[config.mk]
export PLATFORM = sky130hd
export DESIGN_NAME = ram_bus_arbiter2
export DESIGN_NICKNAME = d
export VERILOG_FILES = /design/src/rtl/ram_bus_pkg.sv /design/src/rtl/ram_bus_id_fifo.sv /design/src/rtl/ram_bus_arbiter2.sv
export SDC_FILE = /design/constraint.sdc
export NUM_CORES = 1
export LEC_CHECK = 0
export ABC_AREA = 1
export CAP_MARGIN = 5
export CORE_AREA = 4 4 121 123
export CTS_CLUSTER_SIZE = 8
export DETAILED_ROUTE_END_ITERATION = 8
export DIE_AREA = 0 0 125 127
export SLEW_MARGIN = 20
export SYNTH_ARGS = -nofsm -noshare
export SYNTH_HDL_FRONTEND = slang
export SYNTH_HIERARCHICAL = 1
export SYNTH_SLANG_ARGS = --single-unit
[constraint.sdc]
create_clock -name clk_i -period 4.47 [get_ports clk_i]
set_input_delay 0.894 -clock clk_i [delete_from_list [all_inputs] [get_ports clk_i]]
set_output_delay 0.894 -clock clk_i [all_outputs]
set_load 0.05 [all_outputs]
[src/rtl/ram_bus_pkg.sv]
// Shared definitions for the req/we/addr/be/wdata/ack/resp/rdata memory bus.
package ram_bus_pkg;

    // Default bus field widths
    localparam int ADDR_W_DEF = 32;
    localparam int DATA_W_DEF = 32;

    // Identifies which master issued a transaction
    typedef logic master_id_t;

    localparam master_id_t MASTER0 = 1'b0;
    localparam master_id_t MASTER1 = 1'b1;

endpackage

[src/rtl/ram_bus_id_fifo.sv]
// Small synchronous FIFO with an occupancy count. It holds the master IDs of
// outstanding reads, in issue order.
module ram_bus_id_fifo #(
    parameter int DEPTH = 4,
    parameter int LOG   = 2,
    parameter int WIDTH = 1
) (
    input  logic             clk_i,
    input  logic             rstn_i,
    input  logic             push,
    input  logic [WIDTH-1:0] din,
    input  logic             pop,
    output logic [WIDTH-1:0] dout,
    output logic             full,
    output logic             empty,
    output logic [LOG:0]     count
);

    logic [WIDTH-1:0] mem [DEPTH];
    logic [LOG-1:0]   wr_ptr;
    logic [LOG-1:0]   rd_ptr;
    logic             do_push;
    logic             do_pop;

    assign full    = (count == (LOG+1)'(DEPTH));
    assign empty   = (count == '0);
    assign do_push = push & ~full;
    assign do_pop  = pop & ~empty;
    assign dout    = mem[rd_ptr];

    // Storage, pointers and count; pointers wrap naturally since DEPTH is 2**LOG
    always_ff @(posedge clk_i or negedge rstn_i) begin
        if (!rstn_i) begin
            // NOTE: the storage is only DEPTH single-bit flops, so clearing it on
            // reset is cheap; larger memories would normally be left unreset.
            for (int i = 0; i < DEPTH; i++) begin
                mem[i] <= '0;
            end
            wr_ptr <= '0;
            rd_ptr <= '0;
            count  <= '0;
        end else begin
            // NOTE: non-blocking assignments so every register sees the values
            // from before this edge, regardless of statement order.
            if (do_push) begin
                mem[wr_ptr] <= din;
                wr_ptr      <= wr_ptr + LOG'(1);
            end
            if (do_pop) begin
                rd_ptr <= rd_ptr + LOG'(1);
            end
            case ({do_push, do_pop})
                2'b10:   count <= count + (LOG+1)'(1);
                2'b01:   count <= count - (LOG+1)'(1);
                default: count <= count;
            endcase
        end
    end

endmodule

[src/rtl/ram_bus_arbiter2.sv]
// Two-master to one-slave round-robin arbiter. Reads are non-posted: the ID of
// each accepted read is queued and used to route the in-order response back.
module ram_bus_arbiter2
    import ram_bus_pkg::*;
#(
    parameter int ADDR_W      = ADDR_W_DEF,
    parameter int DATA_W      = DATA_W_DEF,
    parameter int OUTST_DEPTH = 4,
    parameter int OUTST_LOG   = 2
) (
    input  logic                clk_i,
    input  logic                rstn_i,
    input  logic                m0_req_i,
    input  logic                m0_we_i,
    input  logic [ADDR_W-1:0]   m0_addr_bi,
    input  logic [DATA_W/8-1:0] m0_be_bi,
    input  logic [DATA_W-1:0]   m0_wdata_bi,
    output logic                m0_ack_o,
    output logic                m0_resp_o,
    output logic [DATA_W-1:0]   m0_rdata_bo,
    input  logic                m1_req_i,
    input  logic                m1_we_i,
    input  logic [ADDR_W-1:0]   m1_addr_bi,
    input  logic [DATA_W/8-1:0] m1_be_bi,
    input  logic [DATA_W-1:0]   m1_wdata_bi,
    output logic                m1_ack_o,
    output logic                m1_resp_o,
    output logic [DATA_W-1:0]   m1_rdata_bo,
    output logic                s_req_o,
    output logic                s_we_o,
    output logic [ADDR_W-1:0]   s_addr_bo,
    output logic [DATA_W/8-1:0] s_be_bo,
    output logic [DATA_W-1:0]   s_wdata_bo,
    input  logic                s_ack_i,
    input  logic                s_resp_i,
    input  logic [DATA_W-1:0]   s_rdata_bi,
    output logic                err_o
);

    master_id_t         prio;
    master_id_t         gnt_id;
    logic               gnt_valid;
    logic               rd_block;
    logic               accept;
    logic               fifo_full;
    logic               fifo_empty;
    logic               fifo_pop;
    master_id_t         head_id;
    logic [OUTST_LOG:0] fifo_count;

    // Grant selection and slave-side mux; without a grant master 0 drives the fields
    always_comb begin
        // NOTE: every output gets a default first so no path leaves one unassigned,
        // which would otherwise infer a latch.
        gnt_valid  = m0_req_i | m1_req_i;
        gnt_id     = MASTER0;
        s_we_o     = m0_we_i;
        s_addr_bo  = m0_addr_bi;
        s_be_bo    = m0_be_bi;
        s_wdata_bo = m0_wdata_bi;
        if (m0_req_i && m1_req_i) begin
            gnt_id = prio;
        end else if (m1_req_i) begin
            gnt_id = MASTER1;
        end
        if (gnt_id == MASTER1) begin
            s_we_o     = m1_we_i;
            s_addr_bo  = m1_addr_bi;
            s_be_bo    = m1_be_bi;
            s_wdata_bo = m1_wdata_bi;
        end
    end

    // A read is held off while the ID queue is full (registered count, so a
    // same-cycle pop does not help); the grant is not handed to the other master.
    // Requests are suppressed outright while reset is asserted.
    assign rd_block = gnt_valid & ~s_we_o & fifo_full;
    assign s_req_o  = gnt_valid & ~rd_block & rstn_i;
    assign accept   = s_req_o & s_ack_i;
    assign m0_ack_o = accept & (gnt_id == MASTER0);
    assign m1_ack_o = accept & (gnt_id == MASTER1);

    // Response demux: the queue head names the master that issued this read
    assign fifo_pop    = s_resp_i & ~fifo_empty;
    assign m0_resp_o   = fifo_pop & (head_id == MASTER0);
    assign m1_resp_o   = fifo_pop & (head_id == MASTER1);
    assign m0_rdata_bo = s_rdata_bi;
    assign m1_rdata_bo = s_rdata_bi;

    // Round-robin priority moves only on an accept, so a stalled master keeps its turn
    always_ff @(posedge clk_i or negedge rstn_i) begin
        if (!rstn_i) begin
            prio <= MASTER0;
        end else if (accept) begin
            prio <= ~gnt_id;
        end
    end

    // Sticky error: a slave response arrived with no read outstanding
    always_ff @(posedge clk_i or negedge rstn_i) begin
        if (!rstn_i) begin
            err_o <= 1'b0;
        end else if (s_resp_i && fifo_empty) begin
            err_o <= 1'b1;
        end
    end

    ram_bus_id_fifo #(
        .DEPTH (OUTST_DEPTH),
        .LOG   (OUTST_LOG),
        .WIDTH (1)
    ) u_id_fifo (
        .clk_i  (clk_i),
        .rstn_i (rstn_i),
        .push   (accept & ~s_we_o),
        .din    (gnt_id),
        .pop    (fifo_pop),
        .dout   (head_id),
        .full   (fifo_full),
        .empty  (fifo_empty),
        .count  (fifo_count)
    );

endmodule
# Yosys cells after proc, flatten, opt, wreduce, memory -nomap -nowiden
# Index checks and enable logic that the tools add are counted.
# op_classes
n_mux	13
shift	0
div_mod_pow	0
n_eq_ne	3
n_lt_le_gt_ge	3
multipliers	0
reduce_logical	5
add_sub_neg	4
n_bitwise	22
# op_table
operator	n
two-way mux 32 bit	2
bitwise AND 1 bit	13
greater-or-equal comparator 3 bit (second input constant)	2
two-way mux 1 bit	6
NOT 1 bit	6
NOT 2 -> 3 bit	2
one-hot mux 3 bit (2 select lines)	1
adder 2 x 1 -> 2 bit (second input constant)	2
bitwise mux 4 bit	1
two-way mux 4 bit	1
adder 3 x 1 -> 3 bit (second input constant)	1
== test 3 bit (second input constant)	1
logical AND 1 bit	3
zero test 3 bit	1
< comparator 3 x 1 -> 1 bit (second input constant)	1
subtractor 3 x 1 -> 3 bit (second input constant)	1
binary-select mux 1 bit (select 2 bit)	1
demux 1 bit (select 2 bit)	1
== test 2 x 1 -> 1 bit (second input constant)	1
== test 2 bit (second input constant)	1
nonzero test 2 bit	1
OR 1 bit	1
# totals
regBits	13
rom_bits	0
word_cells	59
mem_count	0
input_bits	176
latchBits	0
ram_bits	0

# Depth between registers and ports, before layout
# Gate-level depths: netlist of the first run.
# logic_depth
word_depth	14
depth_mapped	17
depth_no_buf	17

# By module
# The synthesis of the first run kept the hierarchy.
# by_module_without_submodules
mod	instances	area_per_inst_um2	cells_each	seq_area_each_um2
ram_bus_arbiter2	1	1497.7	309	50.0
ram_bus_id_fifo	1	668.1	83	275.3

# Worst setup path before layout of the first run
# No wires, ideal clock.
# synth_path
kind	input port to output port
from	input s_resp_i
to	output m1_resp_o
path_stages	2
slack_ps	1490
arrival_time_ps	2086
n_path_buf	0
required_ps	3576
path_cell_list	inv_1 nor3b_1
# synth_via
elab_chain_cells	2
# synth_rtl
item	line	source
start: declaration	ram_bus_arbiter2.sv:35	input logic s_resp_i,
bitwise AND 1 bit	ram_bus_arbiter2.sv:84	assign fifo_pop = s_resp_i & ~fifo_empty;
bitwise AND 1 bit	ram_bus_arbiter2.sv:86	assign m1_resp_o = fifo_pop & (head_id == MASTER1);
end: declaration	ram_bus_arbiter2.sv:27	output logic m1_resp_o,
# Every way passes these cells.

# Final worst setup path of the first run
# layout_path
from	input m0_req_i
to	output s_we_o
# layout_via
elab_chain_cells	3
# layout_rtl
item	line	source
start: declaration	ram_bus_arbiter2.sv:13	input logic m0_req_i,
logical AND 1 bit	ram_bus_arbiter2.sv:61	if (m0_req_i && m1_req_i) begin
two-way mux 1 bit	ram_bus_arbiter2.sv:61	
two-way mux 1 bit	ram_bus_arbiter2.sv:66	if (gnt_id == MASTER1) begin
end: declaration	ram_bus_arbiter2.sv:30	output logic s_we_o,
# Every way passes these cells.

==> impl_results.md, run 1 <==
- Status: completed
- Maximum vdd drop: 0.133 mV
- Vias: 2711
- Hold path depth: 1
- Post-DP Area: 4730 um2
- Period utilisation layout: 76.7%
- Final nets: 721
- Fin. Hold Viols: 0
- P&R area growth vs syn: 122%
- Worst clock skew: 0.00146 ns
- Num CTS Buffers: 3
- Crit-path cells: clkdlybuf4s50_1, nand2_2, nand2_4, nand2_1, nand2_1, clkdlybuf4s50_1
- CP max FO: 3
- Routed vias/inst: 3.78
- Crit path capture type: output pin
- Die width: 125 um
- Initial DRC Count: 118
- Top Family by Delay on Critical Path: buffers and inverters
- Rows: 43
- Post-CTS Hold Fix Bufs: 0
- PortBufs: 218
- Xor/xnor share of the synthesized area: 0.404%
- Share of cells above drive strength 1: 16.0%
- Post-CTS setup buffer count: 0
- Worst hold start: err_o
- Die height: 127 um
- CP peak stage delay: 0.81 ns
- Slew headroom: 66.5%
- Worst setup path startpoint: m0_req_i
- Critical path depth: 6
- Syn. warnings: 6
- R2R Setup Slk: 2.02 ns
- Worst-skew pair later-pin latency: 0.24 ns
- Final Max Tran Viols: 0
- Largest family of logic cells by synthesized area: simple AND/OR/NAND/NOR gates
- CTS tree: built
- Initial antenna violation count: 0
- Fin Setup TNS: 0 ns
- Routability congestion estimate: 0.766
- Most common cell after layout, fill and taps aside: nand2_1
- Synth Instances: 392
- Clock transition at the registers of the reported paths: 0.04 ns
- Post-synthesis sequential area ratio: 15.0%
- Combinational Power Share: 76.9%
- Post-Synth Adder-Cell Area: 3.81%
- Sink Count: 13
- Leak Pwr: 2.36 nW
- Multiplexer share of the synthesized area: 0%
- Startpoint Class: input pin
- CP Buf/Inv Count: 2
- Placed wire-length estimate: 8230 um
- Wire per inst: 13.4 um
- Drt pass-1 iters: 5
- Post-Synth Simple-Gate Area: 49.2%
- Synth Net Count: 574
- Syn Area/Cell: 5.53 um2
- Global-route wire length before repair: 14200 um
- CTS root buffer: clkbuf_16
- Post-synthesis compound-gate area fraction: 1.62%
- Worst path arrival time: 2.53 ns
- Global Route Usage Sum: 10.9%
- Number of global-route vias before repair: 2626
- Hold Path Class: register to register
- Overflow left after global routing: 0
- Period minus WS final: 3.43 ns
- Largest net degree at the start of global routing: 71
- Post-DRT Antenna Nets: 0
- PwrDens: 347 nW/um2
- Sw frac: 48.2%
- Seq pwr share: 13.0%
- Crit-path slowest cell: clkdlybuf4s50_1
- Ant diodes: 0
- Mapped cell area: 2170 um2
- Hold slack final: 0.462 ns
- Pint: 0.862 mW
- Drc violations: 0
- RSZ-0062 raised after global routing: false
- Highest clock rate: 292 MHz
- I/O pin total: 315
- Reg2reg start: u_id_fifo/count[1]
- Clock Path Buffers: 2
- Initial Utilization: 15.8%
- Final WL: 9620 um
- Transition time of the tightest slew-check pin: 0.501 ns
- Commonest non-fill, non-tap cells in the layout: nand2_1 (236), clkdlybuf4s50_1 (147), buf_12 (70)
- Net Sw Power: 0.804 mW
- Clock share of power: 10.1%
- Fin area: 4810 um2
- Crit Path Class: input pin to output pin
- Core Region: 13700 um2
- Library cells used by synthesis: 23
- Area of the die: 15900 um2
- Final setup fails: 0
- H-Tree Depth: 1
- Max-cap violations: 0
- Worst r2r path cells: 14
- CP required: 3.58 ns
- Synth Register Bits: 13
- PostCTS Resize Cnt: 0
## power groups by stage
stage          logic (mW)  clock network (mW)  registers, mW
3_5_place_dp         1.29                   0          0.216
6_report             1.28               0.168          0.217
5_1_grt              1.37               0.182          0.223
3_3_place_gp         1.28                   0          0.215
2_1_floorplan       0.835                   0          0.203
4_1_cts              1.29               0.173          0.216
## cells in the mapped netlist
cell type    n  area, um2
fa_1         1       20.0
buf_6        3       33.8
nor2_1       5       18.8
nand2_4      1       11.3
nand4_1      7       43.8
nand2_2      2       12.5
buf_2        8       40.0
nand2_1    236        886
nand3_1      9       45.0
nor3_1       1       5.00
nor3b_1      1       7.51
nand3_2      3       30.0
dfrtp_1     13        325
nor2_2       1       6.26
inv_1       19       71.3
o21a_1       1       7.51
o21ai_0      4       20.0
clkbuf_1     5       18.8
buf_4       64        480
ha_1         5       62.6
a21o_1       1       7.51
inv_2        1       3.75
xnor2_1      1       8.76
## per-layer routing
layer / share of wire, % / track usage [%]
met3: 9.0 / 3.80
met1: 38 / 12.8
met2: 51 / 19.7
met5: 0 / 0
met4: 1.3 / 1.72
## logic make-up (layout without fill, tap and decap cells)
kind of cell	after synthesis	in the layout
and+or+nand+nor	266	266
buffers and inverters	100	246
DFF	13	13
AOI/OAI and AO/OA	6	6
xor gates and xnor gates	1	1
adders and majority gates	6	6
## state kept, by name, indices dropped and copies added, names as in the netlist
register          flops
err_o                 1
prio                  1
u_id_fifo/count       3
u_id_fifo/mem         4
u_id_fifo/rd_ptr      2
u_id_fifo/wr_ptr      2
## per-stage QoR
| stage | power (mW) | setup WS [ns] | utilization (%) | std cells |
|---|---|---|---|---|
| CTS | 1.68 | 1.03 | 35.2 | 718 |
| global placement | 1.50 | 1.08 | 34.6 | 714 |
| floorplan | 1.04 | 1.49 | - | 392 |
| finish | 1.67 | 1.04 | 35.2 | 718 |
| detailed placement | 1.51 | 1.04 | 34.6 | 714 |
| global route | 1.78 | 0.970 | 35.2 | 718 |
## path summary, 6_finish.rpt
path                                       end
setup / recovery                        s_we_o
hold / removal                           err_o
setup reg to reg            u_id_fifo/count[2]
hold reg to reg                          err_o
max in group asynchronous     u_id_fifo/mem[2]
min in group asynchronous  u_id_fifo/rd_ptr[0]
## cell type report
class	count	area, um2
Clock buffer	4	78.8
Fill cell	1437	8860
Inverter	20	75.1
Multi-Input combinational cell	279	1190
Sequential cell	13	325
Tap cell	180	225
Timing Repair Buffer	222	2910
Note: power is estimated with default switching activity, not from simulation.
==> inputs of run 2 (changes only) <==
==> constraint.sdc (replaced) <==
create_clock -name clk_i -period 2.93 [get_ports clk_i]
set_input_delay 0.586 -clock clk_i [delete_from_list [all_inputs] [get_ports clk_i]]
set_output_delay 0.586 -clock clk_i [all_outputs]
set_load 0.05 [all_outputs]
==> impl_results.md, run 2 (synthesis gave the netlist of run 1 again) <==
- Number of global-route vias before repair: 2618
- Placed wire-length estimate: 8390 um
- Most common cell after layout, fill and taps aside: nand2_1
- Hold slack final: 0.454 ns
- Area of the die: 15900 um2
- Final nets: 724
- Drt pass-1 iters: 4
- Global Route Usage Sum: 11.1%
- Num CTS Buffers: 3
- Rows: 43
- Pre-CTS setup slack: 0.214 ns
- Fin area: 4870 um2
- Hold Path Class: register to register
- PostCTS Resize Cnt: 0
- Slew headroom: 67.1%
- Worst path arrival time: 2.07 ns
- Max-cap violations: 0
- Vias: 2686
- Crit path capture type: output pin
- Post-DP Area: 4790 um2
- Transition time of the tightest slew-check pin: 0.492 ns
- Crit Path Class: input pin to output pin
- R2R Setup Slk: 0.68 ns
- Largest net degree at the start of global routing: 48
- Post-DRT Antenna Nets: 0
- Leak Pwr: 2.40 nW
- Placed Cells: 717
- Final WL: 9710 um
- Wire per inst: 13.5 um
- Final Worst Setup Slack: 0.272 ns
- Overflow left after global routing: 0
- PwrDens: 529 nW/um2
- Final Non-Filler Cells: 721
- Initial DRC Count: 139
- Commonest non-fill, non-tap cells in the layout: nand2_1 (236), clkdlybuf4s50_1 (144), buf_12 (74)
- Net Sw Power: 1.25 mW
- Status: completed
- Die width: 125 um
- Fin. Hold Viols: 0
- Global-route wire length before repair: 14300 um
- Initial antenna violation count: 0
- Clock Path Buffers: 2
- CP max FO: 47
- Final setup fails: 0
- Final core occ: 35.7%
- Initial Utilization: 15.8%
- Core Region: 13700 um2
- Fillers: 1436
- Period utilisation layout: 90.7%
- Routability congestion estimate: 0.775
- Post-CTS setup buffer count: 0
- Ant diodes: 0
- H-Tree Depth: 1
- RSZ-0062 raised after global routing: false
- Max reg flops: 4
- Most flop-heavy register: u_id_fifo/mem
- Startpoint Class: input pin
- Highest clock rate: 376 MHz
- Clock transition at the registers of the reported paths: 0.05 ns
- Routed vias/inst: 3.73
- CP required: 2.34 ns
- Tot Pwr: 2.58 mW
- PortBufs: 218
- Combinational Power Share: 77.0%
- Sw frac: 48.3%
- Post-CTS Hold Fix Bufs: 0
- Worst clock skew: 0.00164 ns
- Die height: 127 um
- CTS tree: built
- P&R area growth vs syn: 125%
- Drc violations: 0
- Period minus WS final: 2.66 ns
- Final Max Tran Viols: 0
- Fin Setup TNS: 0 ns
- Maximum vdd drop: 0.224 mV
- Worst-skew pair later-pin latency: 0.25 ns
- Largest regs: u_id_fifo/mem x4, u_id_fifo/count x3
- I/O pin total: 315
- CTS root buffer: clkbuf_16
- Clock share of power: 10.2%
- Share of cells above drive strength 1: 17.2%
- Seq pwr share: 12.8%
- Pint: 1.33 mW
- Sink Count: 13
## run 2: final cells by class
cell class / count / area (um2) / area share (%)
clock inverters: 1 / 5.00 / 0.103
flip-flops and latches: 13 / 325 / 6.68
multi-input cells: 279 / 1190 / 24.5
clock buffers: 3 / 75.1 / 1.54
well taps: 180 / 225 / 4.62
repair buffers: 225 / 2980 / 61.1
inverters: 20 / 75.1 / 1.54
## run 2: metal layers
| layer | GRT usage (%) | vias up | wire (um) |
|---|---|---|---|
| li1 | - | 1416 | - |
| met1 | 12.7 | 1097 | 3650 |
| met2 | 19.8 | 154 | 4980 |
| met3 | 3.93 | 19 | 935 |
| met4 | 2.42 | 0 | 147 |
| met5 | 0 | - | 0 |
## run 2: final timing paths
| check | from | end | cells after the start |
|---|---|---|---|
| max reg2reg | u_id_fifo/count[1] | u_id_fifo/count[2] | 14 |
| min in group asynchronous | rstn_i | u_id_fifo/rd_ptr[1] | 2 |
| max | m0_req_i | s_wdata_bo[2] | 7 |
| max in group asynchronous | rstn_i | err_o | 2 |
| min | err_o | err_o | 1 |
| min reg2reg | err_o | err_o | 1 |
## run 2: power by group through the flow
| stage | Clock, mW | Sequential (mW) | Combinational (mW) |
|---|---|---|---|
| after floorplan | 0 | 0.310 | 1.27 |
| after global placement | 0 | 0.330 | 1.98 |
| after detailed placement | 0 | 0.330 | 2.00 |
| after CTS | 0.271 | 0.329 | 2.00 |
| after global routing | 0.281 | 0.341 | 2.12 |
| final | 0.264 | 0.329 | 1.99 |
## run 2: critical path, stage by stage
cell	delay (ns)
clkdlybuf4s50_1	0.49
nand2_2	0.08
nand2_4	0.07
buf_4	0.40
nand2_1	0.09
nand2_1	0.15
buf_12	0.15
